[config.mk]
export PLATFORM = sky130hd
export DESIGN_NAME = uart_rx_byte
export DESIGN_NICKNAME = d
export VERILOG_FILES = /design/src/rtl/uart_rx_byte.sv
export SDC_FILE = /design/constraint.sdc
export NUM_CORES = 1
export LEC_CHECK = 0
export CAP_MARGIN = 20
export CORE_UTILIZATION = 35
export CTS_BUF_LIST = sky130_fd_sc_hd__clkbuf_4 sky130_fd_sc_hd__clkbuf_8 sky130_fd_sc_hd__clkbuf_16
export CTS_CLUSTER_DIAMETER = 30
export DETAILED_ROUTE_END_ITERATION = 8
export GPL_TIMING_DRIVEN = 0
export PLACE_DENSITY = 0.59
export SYNTH_ARGS = -nofsm -noshare
export SYNTH_HDL_FRONTEND = slang
export SYNTH_SLANG_ARGS = --single-unit
[constraint.sdc]
create_clock -name count_clock -period 1.4 [get_ports count_clock]
set_input_delay 0.14 -clock count_clock [delete_from_list [all_inputs] [get_ports count_clock]]
set_output_delay 0.14 -clock count_clock [all_outputs]
set_load 0.005 [all_outputs]
[src/rtl/uart_rx_byte.sv]
// uart_rx_byte
//   UART 8N1 receive front end. The serial line is synchronised and then
//   oversampled. Each good character appears on out_data together with a
//   one-cycle data_valid strobe. 8'hFF is passed through like any other byte.
//
// Ports
//   count_clock  in   1  sole clock, rising edge
//   reset_n      in   1  asynchronous active-low reset
//   rx           in   1  raw serial line, idle high, asynchronous
//   out_data     out  8  last good byte, held until the next good byte
//   data_valid   out  1  one-cycle pulse, out_data updated this cycle
//   frame_err    out  1  one-cycle pulse, stop bit sampled low
//   busy         out  1  receiver not in IDLE
//
// State table
//   IDLE  | waiting for a low level on the synchronised line
//   START | checking the start bit at mid-bit, rejecting glitches
//   DATA  | sampling 8 data bits at mid-bit, LSB first
//   STOP  | sampling the stop bit at mid-bit
//   BREAK | stop bit was low; waiting for the line to return high

module uart_rx_byte #(
  parameter int CLKS_PER_BIT = 16
) (
  input  logic       count_clock,
  input  logic       reset_n,
  input  logic       rx,
  output logic [7:0] out_data,
  output logic       data_valid,
  output logic       frame_err,
  output logic       busy
);

  localparam int HALF_BIT = CLKS_PER_BIT / 2;
  localparam int CW       = $clog2(CLKS_PER_BIT);

  localparam logic [CW-1:0] HALF_LAST = CW'(HALF_BIT - 1);
  localparam logic [CW-1:0] BIT_LAST  = CW'(CLKS_PER_BIT - 1);
  localparam logic [CW-1:0] CNT_ONE   = CW'(1);

  typedef enum logic [2:0] {
    IDLE,
    START,
    DATA,
    STOP,
    BREAK
  } state_t;

  state_t        state, state_nxt;
  logic [CW-1:0] ccnt, ccnt_nxt;
  logic [2:0]    bcnt, bcnt_nxt;
  logic [7:0]    shreg, shreg_nxt;
  logic [7:0]    data_nxt;
  logic          valid_nxt;
  logic          ferr_nxt;

  logic sync1, sync2;
  logic rxs;

  // Two-flop synchroniser. The flops reset to the idle level, so no false
  // start bit is seen when reset is released.
  always_ff @(posedge count_clock or negedge reset_n) begin
    if (!reset_n) begin
      sync1 <= 1'b1;
      sync2 <= 1'b1;
    end else begin
      sync1 <= rx;
      sync2 <= sync1;
    end
  end

  assign rxs = sync2;

  always_ff @(posedge count_clock or negedge reset_n) begin
    if (!reset_n) begin
      state      <= IDLE;
      ccnt       <= '0;
      bcnt       <= '0;
      shreg      <= '0;
      out_data   <= '0;
      data_valid <= 1'b0;
      frame_err  <= 1'b0;
    end else begin
      state      <= state_nxt;
      ccnt       <= ccnt_nxt;
      bcnt       <= bcnt_nxt;
      shreg      <= shreg_nxt;
      out_data   <= data_nxt;
      data_valid <= valid_nxt;
      frame_err  <= ferr_nxt;
    end
  end

  always_comb begin
    state_nxt = state;
    ccnt_nxt  = ccnt + CNT_ONE;
    bcnt_nxt  = bcnt;
    shreg_nxt = shreg;
    data_nxt  = out_data;
    valid_nxt = 1'b0;
    ferr_nxt  = 1'b0;

    case (state)
      IDLE: begin
        ccnt_nxt = '0;
        if (!rxs) state_nxt = START;
      end

      START: begin
        if (ccnt == HALF_LAST) begin
          ccnt_nxt = '0;
          if (!rxs) begin
            state_nxt = DATA;
            bcnt_nxt  = '0;
          end else begin
            state_nxt = IDLE;
          end
        end
      end

      DATA: begin
        if (ccnt == BIT_LAST) begin
          ccnt_nxt  = '0;
          shreg_nxt = {rxs, shreg[7:1]};
          if (bcnt == 3'd7) state_nxt = STOP;
          else              bcnt_nxt  = bcnt + 3'd1;
        end
      end

      STOP: begin
        // Leaving at mid stop bit leaves half a bit of margin, so a start
        // bit that follows with zero idle gap is still detected.
        if (ccnt == BIT_LAST) begin
          ccnt_nxt = '0;
          if (rxs) begin
            data_nxt  = shreg;
            valid_nxt = 1'b1;
            state_nxt = IDLE;
          end else begin
            ferr_nxt  = 1'b1;
            state_nxt = BREAK;
          end
        end
      end

      BREAK: begin
        ccnt_nxt = '0;
        if (rxs) state_nxt = IDLE;
      end

      default: begin
        ccnt_nxt  = '0;
        state_nxt = IDLE;
      end
    endcase
  end

  assign busy = (state != IDLE);

endmodule
# [Word level (Yosys, flattened, before mapping)]
# Cells that the tools add are included.
[word_totals] inputBits=3 regBits=30 out_inout_bits=11 elab_cells=57
[classes] reduce_logical=8 n_addsub=2 muxes=23 eq_ne=15
[ops] cell="$mux 3" n=11
[ops] cell="$ne 2x2->1 const B" n=8
[ops] cell="$pmux 3 s5" n=1
[ops] cell="$mux 4" n=2
[ops] cell="$pmux 4 s2" n=1
[ops] cell="$eq 3x2->1 const B" n=2
[ops] cell="$eq 3x3->1 const B" n=2
[ops] cell="$mux 1" n=6
[ops] cell="$pmux 3 s2" n=1
[ops] cell="$reduce_and 6->1" n=1
[ops] cell="$reduce_and 5->1" n=1
[ops] cell="$add 4x1->4 const B" n=1
[ops] cell="$eq 4x3->1 const B" n=1
[ops] cell="$eq 4x4->1 const B" n=1
[ops] cell="$add 3x1->3 const B" n=1
[ops] cell="$eq 3x1->1 const B" n=1
[ops] cell="$logic_not 3->1" n=1
[ops] cell="$reduce_and 3->1" n=1
[ops] cell="$reduce_bool 3->1" n=1
[ops] cell="$mux 2" n=1
[ops] cell="$reduce_and 2->1" n=1
[ops] cell="$reduce_bool 2->1" n=1
[ops] cell="$reduce_or 2->1" n=1

# [Depth between registers and ports, before layout]
[logic_depth] ltp_word=4 ltp_mapped=5 ltp_nobuf=5

# [Worst setup path after synthesis]
# Ideal clock, no wire load.
[synth_timing] path_type="flip-flop to flip-flop" start="reg ccnt[0]" end="reg out_data[6]" n_path_buf=0 required_time_ns=1.275 path_slack_ns=-0.132 setup_time_ns=0.125 t_arrival_ns=1.407 stages_incl_launch_ff=6 synth_period_minus_slack_ns=1.532 cell_sequence="dfrtp_1 ha_1 nand2_2 nor3b_4 nand4_4 mux2_4"
[synth_between] elab_chain_cells=2
[synth_lines] element="start: declaration" line_no="50" source="logic [CW-1:0] ccnt, ccnt_nxt;"
[synth_lines] element="start signal: assignment" line_no="85" source="ccnt <= ccnt_nxt;"
[synth_lines] element="$eq 4x4->1" line_no="133" source="if (ccnt == BIT_LAST) begin"
[synth_lines] element="$reduce_and 3->1 (no line)"
[synth_lines] element="end signal: assignment" line_no="88" source="out_data <= data_nxt;"
[synth_lines] element="end: declaration" line_no="28" source="output logic [7:0] out_data,"
# Every way passes these cells.
# A chain may end at the register's enable or synchronous reset.

# [Worst setup path in the final report]
[layout_timing] start="reg ccnt[0]" end="reg out_data[4]"
# The elaborated chain is that of the path after synthesis.

==> impl_metrics.py <==
metrics = {
    "route": {
        "vias": 859,
        "drc": 0,
        "drt_iter0_markers": 20,
        "drtAntennaViolNets": 0,
        "wl_um": 2480,
        "firstDrtPassIters": 4,
        "wire_per_inst_um": 14.17,
        "vias_per_cell": 4.909,
    },
    "timing": {
        "finalSetupTns_ns": -2.512,
        "final_hold_viol_count": 0,
        "rsz0062_at_grt": "true",
        "drv_slew": 0,
        "slew-limit-headroom_pct": 63.96,
        "fin_crit_sh_pct": 112.5,
        "finalSetupViolations": 21,
        "skew_ns": 0.009598,
        "worst_slack_ns": -0.1751,
        "fmax_ghz": 0.6349,
        "tightestPinTransition_ns": 0.5389,
        "fin_crit_ns": 1.575,
    },
    "global_routing": {
        "first_global_vias": 840,
        "grt_overflow": 0,
        "grt_pass1_wl_um": 4050,
        "grtUsageTotal_pct": 13.78,
        "grt_max_degree": 21,
        "grt_antenna_before_repair": 0,
    },
    "synthesis": {
        "synth-main-ff-cell": "dfrtp_1",
        "synthesis.area_sq_um": 1270,
        "postSynthCellCount": 90,
        "ys_async_sr_fraction_pct": 100.0,
        "ys_types": 31,
        "ys_ff_latch": 30,
        "synth_edf_count": 0,
        "syn-num-nets": 96,
        "ys_warn_count": 0,
        "synth_seq_area_share_pct": 59.31,
        "avgSynthCellArea_sq_um": 14.11,
    },
    "hold_path": {
        "hold_class": "primary input to asynchronous set/reset pin",
    },
    "setup_path": {
        "cp.arrival_ns": 1.79,
        "end_kind": "flip-flop",
        "critPathMaxFanout": 5,
        "start_kind": "flip-flop",
        "critPathKind": "flip-flop to flip-flop",
        "required_ns": 1.62,
    },
    "layout": {
        "n_antenna_cell": 0,
        "syn_to_final_growth_pct": 40.00,
        "mostFrequentLayoutCells": "dfrtp_1, buf_4, clkdlybuf4s50_1",
        "finalCoreUtilization_pct": 52.05,
        "mostFrequentLayoutCell": "dfrtp_1",
        "regArea_sq_um": 753.2,
        "fillCellCount": 296,
        "nets": 134,
        "drive_gt1_share_pct": 48.06,
        "multi_input_area_sq_um": 584.3,
    },
    "cts": {
        "cts_tree": "built",
        "cts_hold_buf": 0,
        "clk_pin_slew_ns": 0.10,
        "cts_root_buf": "clkbuf_4",
        "h-tree-depth": 2,
        "clk_path_buf_depth": 2,
        "cts_buffers": 5,
        "cts_sinks": 30,
        "clk_latency_ns": 0.33,
    },
    "power_and_ir_drop": {
        "cellPowerDensity_nw_per_um2": 1442,
        "p_leak_nw": 0.8194,
        "power.total_mw": 2.564,
        "ir_drop_mv": 0.6462,
    },
    "run_status": {
        "violations": "setup timing",
        "status": "finished with violations",
    },
    "die": {
        "num_rows": 21,
        "ios": 14,
        "die_x_um": 62.24,
        "die_h_um": 62.24,
        "core_area_sq_um": 3416,
        "die-area_sq_um": 3873,
        "start_util_pct": 37.18,
    },
    "placed_design": {
        "place.gp.congestion": 0.8264,
        "port_buffers": 13,
        "dp_slack_ns": -0.2284,
        "dp_hpwl_um": 1345,
    },
    "run": {
        "maxCapViolations": 0,
    },
}
state kept, by name, summed over array words and instances (netlist names):
name	cells
bcnt	3
ccnt	4
data_valid	1
frame_err	1
out_data	8
rxs	1
shreg	8
state	3
sync1	1
power by group:
part / internal, mW / switching, mW / total (mW)
clock: 0.241 / 0.315 / 0.556
sequential: 0.979 / 0.103 / 1.08
combinational: 0.492 / 0.433 / 0.926
path summary, 6_finish.rpt:
path | start | to | slack [ns] | cells after the start
max | ccnt[0]$_DFF_PN0_ | out_data[4]$_DFFE_PN0P_ | -0.18 | 5
min | reset_n | ccnt[3]$_DFF_PN0_ | 0.15 | 1
max reg2reg | ccnt[0]$_DFF_PN0_ | out_data[4]$_DFFE_PN0P_ | -0.18 | 5
min reg2reg | sync1$_DFF_PN1_ | rxs$_DFF_PN1_ | 0.36 | 0
max in group asynchronous | reset_n | sync1$_DFF_PN1_ | 0.65 | 2
min in group count_clock | rx | sync1$_DFF_PN1_ | 0.21 | 1
cells by family (layout without fill, tap and decap cells):
group	after synthesis	in the layout	share of synthesized area, %
flip-flops	30	30	59.31
AO/OA/AOI/OAI	7	7	4.138
adder cells (fa/ha/maj)	3	3	2.956
AND/OR/NAND/NOR	23	24	13.11
buffers and inverters	6	44	2.167
multiplexers	18	18	16.26
XOR/XNOR	3	3	2.069
Yosys cell counts (2+ instances only):
master | count | share of area, %
buf_2 | 3 | 1.2
ha_1 | 3 | 3.0
inv_1 | 2 | 0.59
dfstp_2 | 2 | 4.1
a22o_1 | 2 | 1.4
xor2_1 | 2 | 1.4
dfrtp_1 | 28 | 55
mux2_2 | 17 | 15
nor3_1 | 3 | 1.2
nand3_1 | 2 | 0.79
nand4b_1 | 2 | 1.4
nor2_1 | 5 | 1.5
timing repair:
| action | CTS | global route |
|---|---|---|
| buffers inserted | 6 | 10 |
| pin swaps | 2 | 1 |
| cloned | 0 | 1 |
| setup endpoints to repair | 20 | 20 |
| gates resized for setup | 18 | 8 |
layout make-up:
class,instances,share of cell area [%]
repair buffers,30,15.55
clock inverters,2,0.7037
inverters,2,0.4222
flip-flops and latches,30,42.36
well taps,46,3.237
clock buffers,6,2.885
plain buffers,4,1.970
multi-input cells,55,32.86
routing by layer:
layer	GRT usage [%]	up-vias	share of wire [%]
met5	0	-	0
met4	5.523	0	1.5
met3	5.331	4	3.6
met2	21.43	20	49
met1	17.20	432	46
li1	-	403	-
stage by stage:
| step | cell area, sq um | hold WS (ns) | std cells |
|---|---|---|---|
| 2_1_floorplan | 1282 | -0.1556 | 90 |
| 3_3_place_gp | 1470 | 0.3475 | 149 |
| 3_5_place_dp | 1485 | 0.3468 | 150 |
| 4_1_cts | 1667 | 0.1664 | 164 |
| 5_1_grt | 1778 | 0.1663 | 175 |
| 6_report | 1778 | 0.1463 | 175 |
critical path, stage by stage (launching register included):
cell and delay, ns:
dfrtp_1 0.40, ha_4 0.18, nand2_4 0.06, nor3b_4 0.26
nand4_4 0.21, mux2_4 0.34
(Power assumes the default switching activity.)
